===== config.mk =====
export PLATFORM = sky130hd
export DESIGN_NAME = spike_input_source
export DESIGN_NICKNAME = d
export VERILOG_FILES = /design/src/rtl/spike_input_source.sv
export SDC_FILE = /design/constraint.sdc
export NUM_CORES = 1
export LEC_CHECK = 0
export BUFFER_PORTS_ARGS = -buffer_cell sky130_fd_sc_hd__buf_2
export CORE_MARGIN = 8
export CORE_UTILIZATION = 53
export DETAILED_ROUTE_END_ITERATION = 6
export PLACE_DENSITY = 0.77
export SYNTH_ARGS = -nofsm -noshare
export SYNTH_HDL_FRONTEND = slang
export SYNTH_SLANG_ARGS = --single-unit

===== constraint.sdc =====
create_clock -name clk -period 2.19 [get_ports clk]
set_clock_uncertainty 0.05 [all_clocks]
set_input_delay 0.219 -clock clk [delete_from_list [all_inputs] [get_ports clk]]
set_output_delay 0.219 -clock clk [all_outputs]
set_load 0.01 [all_outputs]

===== src/rtl/spike_input_source.sv =====
// Buffers host spike indices in a FIFO and issues them as a registered request/ack handshake; request rises 2 edges after a push into an empty FIFO.
// Back-pressure: push_ready drops only when the FIFO is full; the entry under request stays queued until acked, then one return-to-zero cycle.
module spike_input_source #(
    parameter int SR_DEPTH   = 16384,
    parameter int FIFO_DEPTH = 8,
    parameter int CNT_WIDTH  = 16,
    localparam int IW        = $clog2(SR_DEPTH)
) (
    input  logic                 clk,
    input  logic                 reset,
    input  logic                 push_valid,
    input  logic [IW-1:0]        push_index,
    output logic                 push_ready,
    output logic                 input_occurred,
    output logic [IW-1:0]        input_index,
    input  logic                 input_ack,
    output logic                 busy,
    output logic                 overflow,
    output logic [CNT_WIDTH-1:0] sent_count
);
    localparam int PW = $clog2(FIFO_DEPTH);
    localparam logic [PW:0] FULL = (PW+1)'(FIFO_DEPTH);

    typedef enum logic [1:0] {IDLE, REQ, GAP} state_t;

    state_t        state, state_nxt;
    logic [IW-1:0] mem [FIFO_DEPTH];
    logic [PW-1:0] wr_ptr, rd_ptr;
    logic [PW:0]   count;
    logic          push, pop, load;

    assign push_ready = (count < FULL);
    assign push       = push_valid & push_ready;
    assign busy       = (count != '0) | (state != IDLE);

    always_comb begin
        state_nxt = state;
        load      = 1'b0;
        pop       = 1'b0;
        case (state)
            IDLE: begin
                if (count != '0) begin
                    load      = 1'b1;
                    state_nxt = REQ;
                end
            end
            REQ: begin
                // The head is only retired on ack, so it cannot change under an open request.
                if (input_ack) begin
                    pop       = 1'b1;
                    state_nxt = GAP;
                end
            end
            GAP:     state_nxt = IDLE;
            default: state_nxt = IDLE;
        endcase
    end

    always_ff @(posedge clk or negedge reset) begin
        if (!reset) begin
            state <= IDLE;
        end else begin
            state <= state_nxt;
        end
    end

    always_ff @(posedge clk) begin
        if (push) begin
            mem[wr_ptr] <= push_index;
        end
    end

    always_ff @(posedge clk or negedge reset) begin
        if (!reset) begin
            wr_ptr <= '0;
            rd_ptr <= '0;
            count  <= '0;
        end else begin
            if (push) begin
                wr_ptr <= wr_ptr + 1'b1;
            end
            if (pop) begin
                rd_ptr <= rd_ptr + 1'b1;
            end
            case ({push, pop})
                2'b10:   count <= count + 1'b1;
                2'b01:   count <= count - 1'b1;
                default: count <= count;
            endcase
        end
    end

    always_ff @(posedge clk or negedge reset) begin
        if (!reset) begin
            input_occurred <= 1'b0;
            input_index    <= '0;
            overflow       <= 1'b0;
            sent_count     <= '0;
        end else begin
            if (load) begin
                input_occurred <= 1'b1;
                input_index    <= mem[rd_ptr];
            end else if (pop) begin
                input_occurred <= 1'b0;
            end
            if (push_valid & ~push_ready) begin
                overflow <= 1'b1;
            end
            if (pop) begin
                sent_count <= sent_count + 1'b1;
            end
        end
    end
endmodule


# == Word-level counts from Yosys, hierarchy flattened ==
# Memories as Yosys holds them, arrays and structs flattened. A register that Yosys moved wholly into a read port is not among the register bits.
# Index checks and enable logic that the tools add are counted.
# totals
memories,1
ram_bits,112
input_bits,18
output_inout_bits,34
word_cells,42
rom_bits,0
latchBits,0
regBits,30
# memory_table
name,words,word_bits,rd,rd_ports_with_merged_regs,write_ports,line,text
mem,8,14,1,1,1,27,logic [IW-1:0] mem [FIFO_DEPTH];
# op_classes
div_mod_pow,0
n_lt_le_gt_ge,1
n_mux,12
reduce_logical,7
shift,0
add_sub_neg,5
n_eq_ne,5
n_bitwise,4
n_mul,0
# op_table
op,n
16-bit by 1-bit adder with 16-bit output (second input constant),1
1-bit 2-to-1 mux,8
4-bit one-hot mux with 2 select lines,1
3-bit by 1-bit adder with 3-bit output (second input constant),2
2-bit nonzero test,3
4-bit by 1-bit adder with 4-bit output (second input constant),1
2-bit by 1-bit == test with 1-bit output (second input constant),2
4-bit less-than comparator (second input constant),1
2-bit 2-to-1 mux,2
2-bit != test (second input constant),2
2-bit one-hot mux with 2 select lines,1
4-bit nonzero test,1
4-bit by 1-bit subtractor with 4-bit output (second input constant),1
1-bit AND,2
2-bit == test (second input constant),1
2-bit zero test,1
2-bit AND reduction,1
1-bit zero test,1
1-bit NOT,1
1-bit bitwise OR,1

# == Longest topological paths before layout ==
# Gate-level depths: netlist (run 1).
# logic_depth
word_depth,4
mapped_depth,9
ltp_nobuf,9

# == Least setup slack after synthesis (run 1) ==
# No wires, ideal clock.
# synth_path
kind,register to register
startpoint,register count[3]
endpoint,"memory mem[2][0] (netlist bit), enable pin"
path_slack_ps,-203
setup_time_ps,406
path_stages_with_launch,4
period_less_slack_ps,2393
arrival_ps,1937
t_required_ps,1734
path_buffers,0
cell_sequence,dfrtp_1 nor2b_1 nand2b_1 nor3b_1
# synth_via
elab_chain_len,4
# synth_lines
element,line,text
from (decl),29,logic [PW:0] count;
from (signal assigned),86,2'b10: count <= count + 1'b1;
from (signal assigned),87,2'b01: count <= count - 1'b1;
from (signal assigned),88,default: count <= count;
4-bit less-than comparator,32,assign push_ready = (count < FULL);
1-bit AND,33,assign push = push_valid & push_ready;
1-bit 2-to-1 mux,68,if (push) begin
1-bit 2-to-1 mux (not written as such),69,mem[wr_ptr] <= push_index;
to (decl),27,
# Every way passes these cells.

# == Worst setup path in the final report (run 1) ==
# layout_path
startpoint,register count[2]
endpoint,output port busy
# layout_via
elab_chain_len,2
# layout_lines
element,line,text
4-bit nonzero test,34,assign busy = (count != '0) | (state != IDLE);
1-bit bitwise OR,34,
to (decl),17,"output logic busy,"
# Every way passes these cells.

==> reports/results.txt, run 1 <==
Gr usage total = 16.7%
Peak VDD IR = 0.000736 V
Gpl congestion = 0.760
Critical Path, Cell by Cell = or4_4 > nand2b_1 > buf_2
Status = finished, final reports clean
Fillers = 779
WP data required = 1.92 ns
Commonest cells after routing, fill and taps aside = 112 x edfxtp_1, 51 x buf_2, 44 x dfrtp_1
Clk Latency, worst-skew pair = 0.42 ns
Core footprint = 11400 um^2
Pre-CTS setup slack = 0.183 ns
Pre-antenna DRT Iters = 4
Initial DRC Count = 252
Primary FF master, synth = edfxtp_1
Max-Cap Viols = 0
Final WL = 11.5 mm
Detailed placer's ending HPWL = 6.77 mm
Slew headroom = 69.3%
Fraction of layout instances using a drive strength above 1 = 32.3%
Placed cells = 539
Most common cell after layout, fill and taps aside = edfxtp_1
Synth cell types = 36
Final hold slack = 0.0141 ns
Initial antenna violation count = 0
Sequential share of the synthesized area = 72.8%
FFs w/ async S/R, synth = 28.2%
Diodes inserted = 0
DRC violations left = 0
Mapped Nets = 365
Post-route cell area = 7290 um^2
Via density = 5.51
Slowest Stage Delay on Critical Path = 0.57 ns
NumNets Final = 445
CP startpoint kind = flop
Setup Total Neg Slack = 0 ns
WL per Instance = 20.0 um
Die area = 15300 um^2
Longest Clk Path Bufs = 2
Clock transition at path regs = 0.06 ns
GRT Residual Overflow = 0
Clock sink total = 156
Syn Inst Count = 341
Period utilization = 91.2%
Crit path DAT = 1.73 ns
H-tree depth = 4
Max Slew Vio Count = 0
Pleak = 0.00280 uW
CTS tree = yes
Synth Area per Inst = 18.0 um^2
Starting Density = 53.9%
Die X = 124 um
Clock Tree Root = clkbuf_16
Hold Crit Class = primary input to flop
First-pass GRT wire length = 18.2 mm
Critical path class = flop to primary output
Area taken by multi-input logic gates = 1580 um^2
Final WS setup = 0.193 ns
Cell Area, Placed = 6660 um^2
Critical Path Fanout Max = 4
Port-buffer cells = 51
Final Hold Violating Endpoints = 0
Period minus WS final = 2.00 ns
DIE HEIGHT = 124 um
Vias in the first global route = 3333
Post-synth EDFFs = 112
CTS buffer count = 17
Slowest cell on crit path = or4_4
Vias = 3171
Area Growth Syn to Fin = 19.0%
FF/Latch Area = 4460 um^2
Fmax = 0.501 GHz
CP endpoint kind = primary output
RSZ-0062 raised after global routing = no
Final setup fails = 0
Buffer count from post-CTS setup fixing = 0
I/O Pins = 52
Number of synthesized register bits = 156
Worst slew pin tran = 0.460 ns
ANT nets after route = 0
Post-route insts no fill = 576
Largest net degree at the start of global routing = 31
Yosys warns = 0
Core Rows = 39
Mapped Area = 6130 um^2
PD cells = 1280 nW/um^2
[through the flow]
stage / total power, uW / utilization [%]
finish: 9330 / 64.1
global placement: 6510 / 58.6
global route: 9810 / 64.1
detailed placement: 6600 / 58.6
CTS: 9430 / 64.1
floorplan: 5830 / -
[cells by family after synthesis]
group | Yosys count | synth area share [%]
fa+ha+maj | 6 | 1.22
mux | 43 | 12.8
flops | 156 | 72.8
buf+inv | 18 | 1.84
compound gates | 20 | 1.78
simple gates | 75 | 6.27
xor+xnor | 23 | 3.29
[path summary, 6_finish.rpt]
| check | startpoint | endpoint | slack, ns | cells after the start |
|---|---|---|---|---|
| min | push_index[10] | mem[0][10]$_DFFE_PP_ | 0.01 | 1 |
| max reg2reg | count[3]$_DFFE_PN0P_ | count[2]$_DFFE_PN0P_ | 0.22 | 9 |
| max in group asynchronous | reset | input_index[7]$_DFFE_PN0P_ | 1.25 | 3 |
| min in group asynchronous | reset | sent_count[3]$_DFFE_PN0P_ | 0.23 | 2 |
| max | count[2]$_DFFE_PN0P_ | busy | 0.19 | 3 |
| min reg2reg | overflow$_DFFE_PN0P_ | overflow$_DFFE_PN0P_ | 0.40 | 1 |
[routing by layer]
| layer | part of all wire (%) | GRT usage (%) | vias up |
|---|---|---|---|
| met5 | 0 | 0 | - |
| met4 | 2.1 | 8.20 | 0 |
| met3 | 6.3 | 5.11 | 19 |
| met2 | 50 | 26.8 | 87 |
| met1 | 41 | 20.4 | 1611 |
| li1 | - | - | 1454 |
[synthesized netlist by cell type (2+ instances only)]
library cell	instances	area, um^2
xnor2_1	17	149
nand3_1	5	25.0
nand2_1	40	150
and3_1	2	12.5
ha_1	6	75.1
clkbuf_1	2	7.51
xor2_1	6	52.6
nor2_1	7	26.3
nor2b_1	2	12.5
a21oi_1	2	10.0
edfxtp_1	112	3360
nor3b_1	2	15.0
mux2i_1	14	140
mux4_2	28	631
nand4_1	3	18.8
inv_1	5	18.8
o21ai_1	6	30.0
dfrtp_1	44	1100
buf_2	6	30.0
nor3_1	5	25.0
o21ai_0	9	45.0
nand2b_1	2	12.5
buf_6	3	33.8
[worst max-delay path, delay by kind of cell (launching register included)]
kind / cells / cell delay [ns]
AND/OR/NAND/NOR: 2 / 0.73
flip-flops: 1 / 0.43
buffers and inverters: 1 / 0.15
[registers in the layout (all words and copies together) (netlist names)]
signal	cells
mem	112
sent_count	16
input_index	14
count	4
rd_ptr	3
wr_ptr	3
state	2
input_occurred	1
overflow	1
[layout make-up]
class	instances	area share (%)
Multi-Input combinational cell	167	21.7
Clock inverter	12	1.54
Clock buffer	19	6.21
Sequential cell	156	61.2
Timing Repair Buffer	74	6.59
Tap cell	143	2.45
Inverter	5	0.257
[power breakdown]
group | internal [uW] | switching, uW | total, uW
clock | 1630 | 1180 | 2810
sequential | 3660 | 361 | 4020
combinational | 1230 | 1280 | 2500
[what timing repair did]
action / 4_1_cts / 5_1_grt
hold endpoints to repair: 38 / 0
endpoints found under the setup margin: 0 / 1
resized for setup: 0 / 1
hold buffers: 6 / 0
Power figures use the tool's default switching activity.
==> inputs of run 2 (changes only) <==
--- a/config.mk
+++ b/config.mk
@@ -10,6 +10,7 @@
 export CORE_UTILIZATION = 53
 export DETAILED_ROUTE_END_ITERATION = 6
 export PLACE_DENSITY = 0.77
+export SETUP_SLACK_MARGIN = 0.5
 export SYNTH_ARGS = -nofsm -noshare
 export SYNTH_HDL_FRONTEND = slang
 export SYNTH_SLANG_ARGS = --single-unit
==> reports/results.txt, run 2 (same netlist as run 1, synthesis figures left out) <==
Final setup fails = 0 (unchanged)
Fmax = 0.525 GHz (+4.8%)
Area Growth Syn to Fin = 25.3%
Area taken by multi-input logic gates = 1700 um^2 (+7.5%)
Pre-CTS setup slack = 0.285 ns (+0.102 ns)
Detailed placer's ending HPWL = 6.85 mm (+1.1%)
RSZ-0062 raised after global routing = yes
DIE HEIGHT = 124 um (unchanged)
Biggest regs = mem x112, sent_count x16, input_index x14
Critical Path Fanout Max = 2 (-2)
Hold Crit Class = primary input to flop
Largest net degree at the start of global routing = 30 (-3.2%)
ANT nets after route = 0 (unchanged)
Setup Total Neg Slack = 0 ns (unchanged)
Largest register FFs = 112 (unchanged)
Status = finished, final reports clean
Fillers = 737 (-5.4%)
Critical path class = flop to primary output
Hold Path Sink = mem[4][7]$_DFFE_PP_
Die area = 15300 um^2 (unchanged)
Clock sink total = 156 (unchanged)
Worst R2R Start = count[3]$_DFFE_PN0P_
Gr usage total = 16.7% (-0.079 points)
Critical R2R Capture = count[2]$_DFFE_PN0P_
Cell Area, Placed = 6660 um^2 (-0.13%)
Most common cell after layout, fill and taps aside = edfxtp_1
Crit path DAT = 1.64 ns (-0.09 ns)
CP startpoint kind = flop
Reg2reg path depth = 10 (+1)
I/O Pins = 52 (unchanged)
DRC violations left = 0 (unchanged)
Period utilization = 87.0% (-4.2 points)
Final WS setup = 0.285 ns (+0.0916 ns)
Commonest cells after routing, fill and taps aside = 112 x edfxtp_1, 50 x buf_2, 42 x dfrtp_1
First-pass GRT wire length = 18.5 mm (+1.6%)
Clock Tree Root = clkbuf_16
Reg2reg setup slack = 0.33 ns (+0.11 ns)
Vias in the first global route = 3407 (+2.2%)
Gpl congestion = 0.776 (+2.1%)
CTS tree = yes
FF/Latch Area = 4470 um^2 (about the same)
Max-Cap Viols = 0 (unchanged)
Via density = 5.66 (+2.8%)
Clk Latency, worst-skew pair = 0.42 ns (about the same)
Hold path start = push_index[7]
WL per Instance = 21.1 um (+5.5%)
Clock transition at path regs = 0.06 ns (about the same)
WP data required = 1.92 ns (about the same)
CP endpoint kind = primary output
Diodes inserted = 0 (unchanged)
Slew headroom = 65.8% (-3.5 points)
Core Rows = 39 (unchanged)
H-tree depth = 4 (unchanged)
Core footprint = 11400 um^2 (unchanged)
Fraction of layout instances using a drive strength above 1 = 38.9% (+6.6 points)
Initial antenna violation count = 0 (unchanged)
Die X = 124 um (unchanged)
Post-route cell area = 7680 um^2 (+5.3%)
Reg with most FFs = mem
NumNets Final = 461 (+3.6%)
Vias = 3355 (+5.8%)
GRT Residual Overflow = 0 (unchanged)
Pre-antenna DRT Iters = 4 (unchanged)
CTS buffer count = 17 (unchanged)
Longest Clk Path Bufs = 2 (unchanged)
Initial DRC Count = 225 (-11%)
Period minus WS final = 1.91 ns (-0.0916 ns)
Port-buffer cells = 51 (unchanged)
Final WL = 12.5 mm (+8.6%)
PD cells = 1320 nW/um^2 (+2.7%)
Starting Density = 53.9% (unchanged)
Max Slew Vio Count = 0 (unchanged)
Worst slew pin tran = 0.512 ns (+0.0519 ns)
Pleak = 0.00298 uW (+6.3%)
Hold Path Depth = 1 (unchanged)
Final Hold Violating Endpoints = 0 (unchanged)
Peak VDD IR = 0.000727 V (-1.2%)
==> run 2: stage by stage <==
stage               hold WS [ns]  instances  total power [uW]  util, %
floorplan                 -0.127        341              5880        -
CTS                      0.00175        581              9910     65.5
global route            0.000736        593             10600     67.5
global placement           0.168        537              6510     58.5
detailed placement         0.174        537              6590     58.5
finish                    0.0176        593             10100     67.5
==> run 2: what timing repair did <==
item / 4_1_cts / 5_1_grt
pin swaps: 6 / 15
gates resized for setup: 14 / 41
endpoints found under the setup margin: 15 / 134
buffers inserted: 9 / 8
gates cloned: 0 / 4
hold endpoints to repair: 19 / 0
hold buffers: 3 / 0
==> run 2: report_power, final <==
part	switching, uW	internal, uW
Sequential	383	3660
Clock	1140	1950
Combinational	1470	1490
Total	3000	7100
==> run 2: critical path, stage by stage, from the launching register on <==
cell and delay (ns):
dfrtp_1 0.39, or4_4 0.55, nand2b_4 0.16, buf_6 0.13
==> run 2: final cells by class <==
type | count | share of cell area, %
clock inverter | 13 | 2.44
tap | 143 | 2.33
multi-input combinational | 167 | 22.2
inverter | 5 | 0.342
sequential | 156 | 58.2
clock buffer | 19 | 5.77
timing repair buffer | 90 | 8.74
==> run 2: how the worst max path moves through the flow <==
stage / start / endpoint / cells after the start
after floorplan: wr_ptr[2]$_DFFE_PN0P_ / mem[7][0]$_DFFE_PP_ / 3
after global placement: count[3]$_DFFE_PN0P_ / count[2]$_DFFE_PN0P_ / 9
after detailed placement: state[1]$_DFFE_PN0P_ / count[2]$_DFFE_PN0P_ / 9
after CTS: count[1]$_DFFE_PN0P_ / busy / 3
after global routing: count[2]$_DFFE_PN0P_ / busy / 3
final: count[2]$_DFFE_PN0P_ / busy / 3
==> run 2: routing by layer <==
layer / GRT usage (%) / share of wire [%]
met1: 20.6 / 39
met2: 27.5 / 53
met3: 4.52 / 7.0
met4: 6.55 / 1.1
met5: 0 / 0
==> inputs of run 3 (changes only) <==
--- a/config.mk
+++ b/config.mk
@@ -7,9 +7,9 @@
 export LEC_CHECK = 0
 export BUFFER_PORTS_ARGS = -buffer_cell sky130_fd_sc_hd__buf_2
 export CORE_MARGIN = 8
-export CORE_UTILIZATION = 53
+export CORE_UTILIZATION = 59
 export DETAILED_ROUTE_END_ITERATION = 6
-export PLACE_DENSITY = 0.77
+export PLACE_DENSITY = 0.89
 export SETUP_SLACK_MARGIN = 0.5
 export SYNTH_ARGS = -nofsm -noshare
 export SYNTH_HDL_FRONTEND = slang
==> constraint.sdc (replaced) <==
create_clock -name clk -period 2 [get_ports clk]
set_clock_uncertainty 0.05 [all_clocks]
set_input_delay 0.2 -clock clk [delete_from_list [all_inputs] [get_ports clk]]
set_output_delay 0.2 -clock clk [all_outputs]
set_load 0.01 [all_outputs]
==> reports/results.txt, run 3 (same netlist as run 1, synthesis figures left out) <==
Status = finished with violations
Violated checks = negative setup slack
Reg2reg path depth = 9 (-1)
Core Rows = 37 (-5.1%)
Buf+Inv Stages, Crit Path = 1 (unchanged)
Period utilization = 100%
Worst slew pin tran = 0.643 ns (+0.131 ns)
FF/Latch Area = 4470 um^2 (about the same)
Clk Latency, worst-skew pair = 0.52 ns (+0.10 ns)
Final WS setup = -0.000420 ns (-0.285 ns)
Most common cell after layout, fill and taps aside = edfxtp_1
DIE HEIGHT = 118 um (-4.5%)
Vias = 3822 (+14%)
Tot Pwr = 12200 uW (+21%)
Diodes inserted = 0 (unchanged)
Reg with most FFs = mem
Gpl congestion = 0.787 (+1.4%)
Cell count along the critical path = 3 (unchanged)
Fmax = 0.500 GHz
Die area = 13900 um^2 (-8.9%)
CP top delay family = simple AND/OR/NAND/NOR gates
Initial antenna violation count = 0 (unchanged)
DRC violations left = 0 (unchanged)
WL per Instance = 26.3 um (+24%)
Peak VDD IR = 0.000870 V (+20%)
CTS buffer count = 17 (unchanged)
Commonest cells after routing, fill and taps aside = 112 x edfxtp_1, 49 x buf_2, 40 x dfrtp_1
Core Util, Final = 82.7% (+15 points)
Period minus WS final = 2.00 ns
Gr usage total = 22.4% (+5.7 points)
Critical Path, Cell by Cell = or4_4 > nand2b_4 > buf_6
Final WL = 16.5 mm (+32%)
Area taken by multi-input logic gates = 1830 um^2 (+7.7%)
Largest net degree at the start of global routing = 30 (unchanged)
Fraction of layout instances using a drive strength above 1 = 46.2% (+7.3 points)
Critical path class = flop to primary output
Area Growth Syn to Fin = 37.4%
Port-buffer cells = 51 (unchanged)
Pre-CTS setup slack = 0.112 ns (-0.173 ns)
Fillers = 459 (-38%)
Initial DRC Count = 401 (+78%)
Critical Path Fanout Max = 2 (unchanged)
Starting Density = 60.2% (+6.3 points)
Pre-antenna DRT Iters = 5 (+1)
Post-route cell area = 8420 um^2 (+9.7%)
Longest Clk Path Bufs = 2 (unchanged)
I/O Pins = 52 (unchanged)
Pleak = 0.00331 uW (+11%)
Setup Total Neg Slack = -0.000420 ns (-0.000420 ns)
ANT nets after route = 0 (unchanged)
CP endpoint kind = primary output
Final setup fails = 1 (+1)
PD cells = 1450 nW/um^2 (+10%)
GRT Residual Overflow = 0 (unchanged)
Vias in the first global route = 4058 (+19%)
Hold Crit Class = primary input to flop
Die X = 118 um (-4.5%)
Hold Path Depth = 5 (+4)
CP startpoint kind = flop
H-tree depth = 4 (unchanged)
CTS tree = yes
Core footprint = 10200 um^2 (-10%)
WP data required = 1.75 ns (-0.17 ns)
RSZ-0062 raised after global routing = yes
Biggest regs = mem x112, sent_count x16, input_index x14
Detailed placer's ending HPWL = 6.99 mm (+2.1%)
Slowest cell on crit path = or4_4
Clock sink total = 156 (unchanged)
Largest register FFs = 112 (unchanged)
Slew headroom = 57.1% (-8.7 points)
Clock Tree Root = clkbuf_8
Max Slew Vio Count = 0 (unchanged)
Crit path DAT = 1.75 ns (+0.11 ns)
First-pass GRT wire length = 23.2 mm (+25%)
Via density = 6.07 (+7.2%)
Max-Cap Viols = 0 (unchanged)
Clock transition at path regs = 0.07 ns (about the same)
NumNets Final = 505 (+9.5%)
Cell Area, Placed = 6770 um^2 (+1.7%)
Slowest Stage Delay on Critical Path = 0.55 ns (about the same)
Final Hold Violating Endpoints = 0 (unchanged)
==> run 3: changes by cell type in the layout (fill, tap and decap cells not counted), sizes merged <==
cell	before	now
inv	8	11
clkinv	3	4
bufbuf	0	1
clkbuf	19	20
bufinv	4	2
dlygate4sd3	3	17
buf	87	113
==> run 3: repair_timing <==
| item | in CTS | in global routing |
|---|---|---|
| gates resized for setup | 69 | 29 |
| pin swaps | 15 | 16 |
| hold buffers | 17 | 0 |
| endpoints found under the setup margin | 139 | 143 |
| endpoints found under the hold margin | 141 | 0 |
| gates cloned | 5 | 3 |
| buffers inserted | 30 | 11 |
==> run 3: worst register-to-register path, cell delays in order (launching register included) <==
cell	delay (ns)
dfrtp_1	0.39
buf_6	0.13
nor2b_4	0.17
buf_6	0.13
buf_6	0.11
buf_12	0.11
nand2_8	0.05
nor3b_4	0.27
buf_6	0.16
buf_16	0.13
==> run 3: path summary, 6_finish.rpt <==
path                                 startpoint                         to  slack (ns)
max                        count[2]$_DFFE_PN0P_                       busy     -0.0004
max reg2reg                count[3]$_DFFE_PN0P_        mem[5][7]$_DFFE_PP_        0.02
max in group asynchronous                 reset       count[1]$_DFFE_PN0P_        1.06
min                                   input_ack  sent_count[1]$_DFFE_PN0P_        0.09
min reg2reg                overflow$_DFFE_PN0P_       overflow$_DFFE_PN0P_        0.40
min in group asynchronous                 reset  sent_count[4]$_DFFE_PN0P_        0.18
==> run 3: metal layers <==
layer	GRT usage [%]	part of all wire, %	vias up
li1	-	-	1590
met1	24.7	36	1983
met2	38.6	53	191
met3	5.71	6.9	58
met4	12.7	4.7	0
met5	0	0	-
==> run 3: final cells by class <==
cell class,count,area share (%)
Inverter,5,0.312
Multi-Input combinational cell,167,21.8
Sequential cell,156,53.1
Tap cell,136,2.02
Timing Repair Buffer,134,16.0
Clock inverter,15,1.90
Clock buffer,17,4.92
==> run 3: metrics by stage <==
stage               instances  hold slack, ns
finish                    630          0.0939
detailed placement        532           0.211
global placement          532           0.193
CTS                       616          0.0415
floorplan                 341          -0.146
global route              630          0.0925
==> run 3: where the power goes <==
| part | total, uW | switching, uW | internal [uW] |
|---|---|---|---|
| logic | 4650 | 2290 | 2350 |
| clock network | 3170 | 1380 | 1800 |
| registers | 4400 | 384 | 4020 |
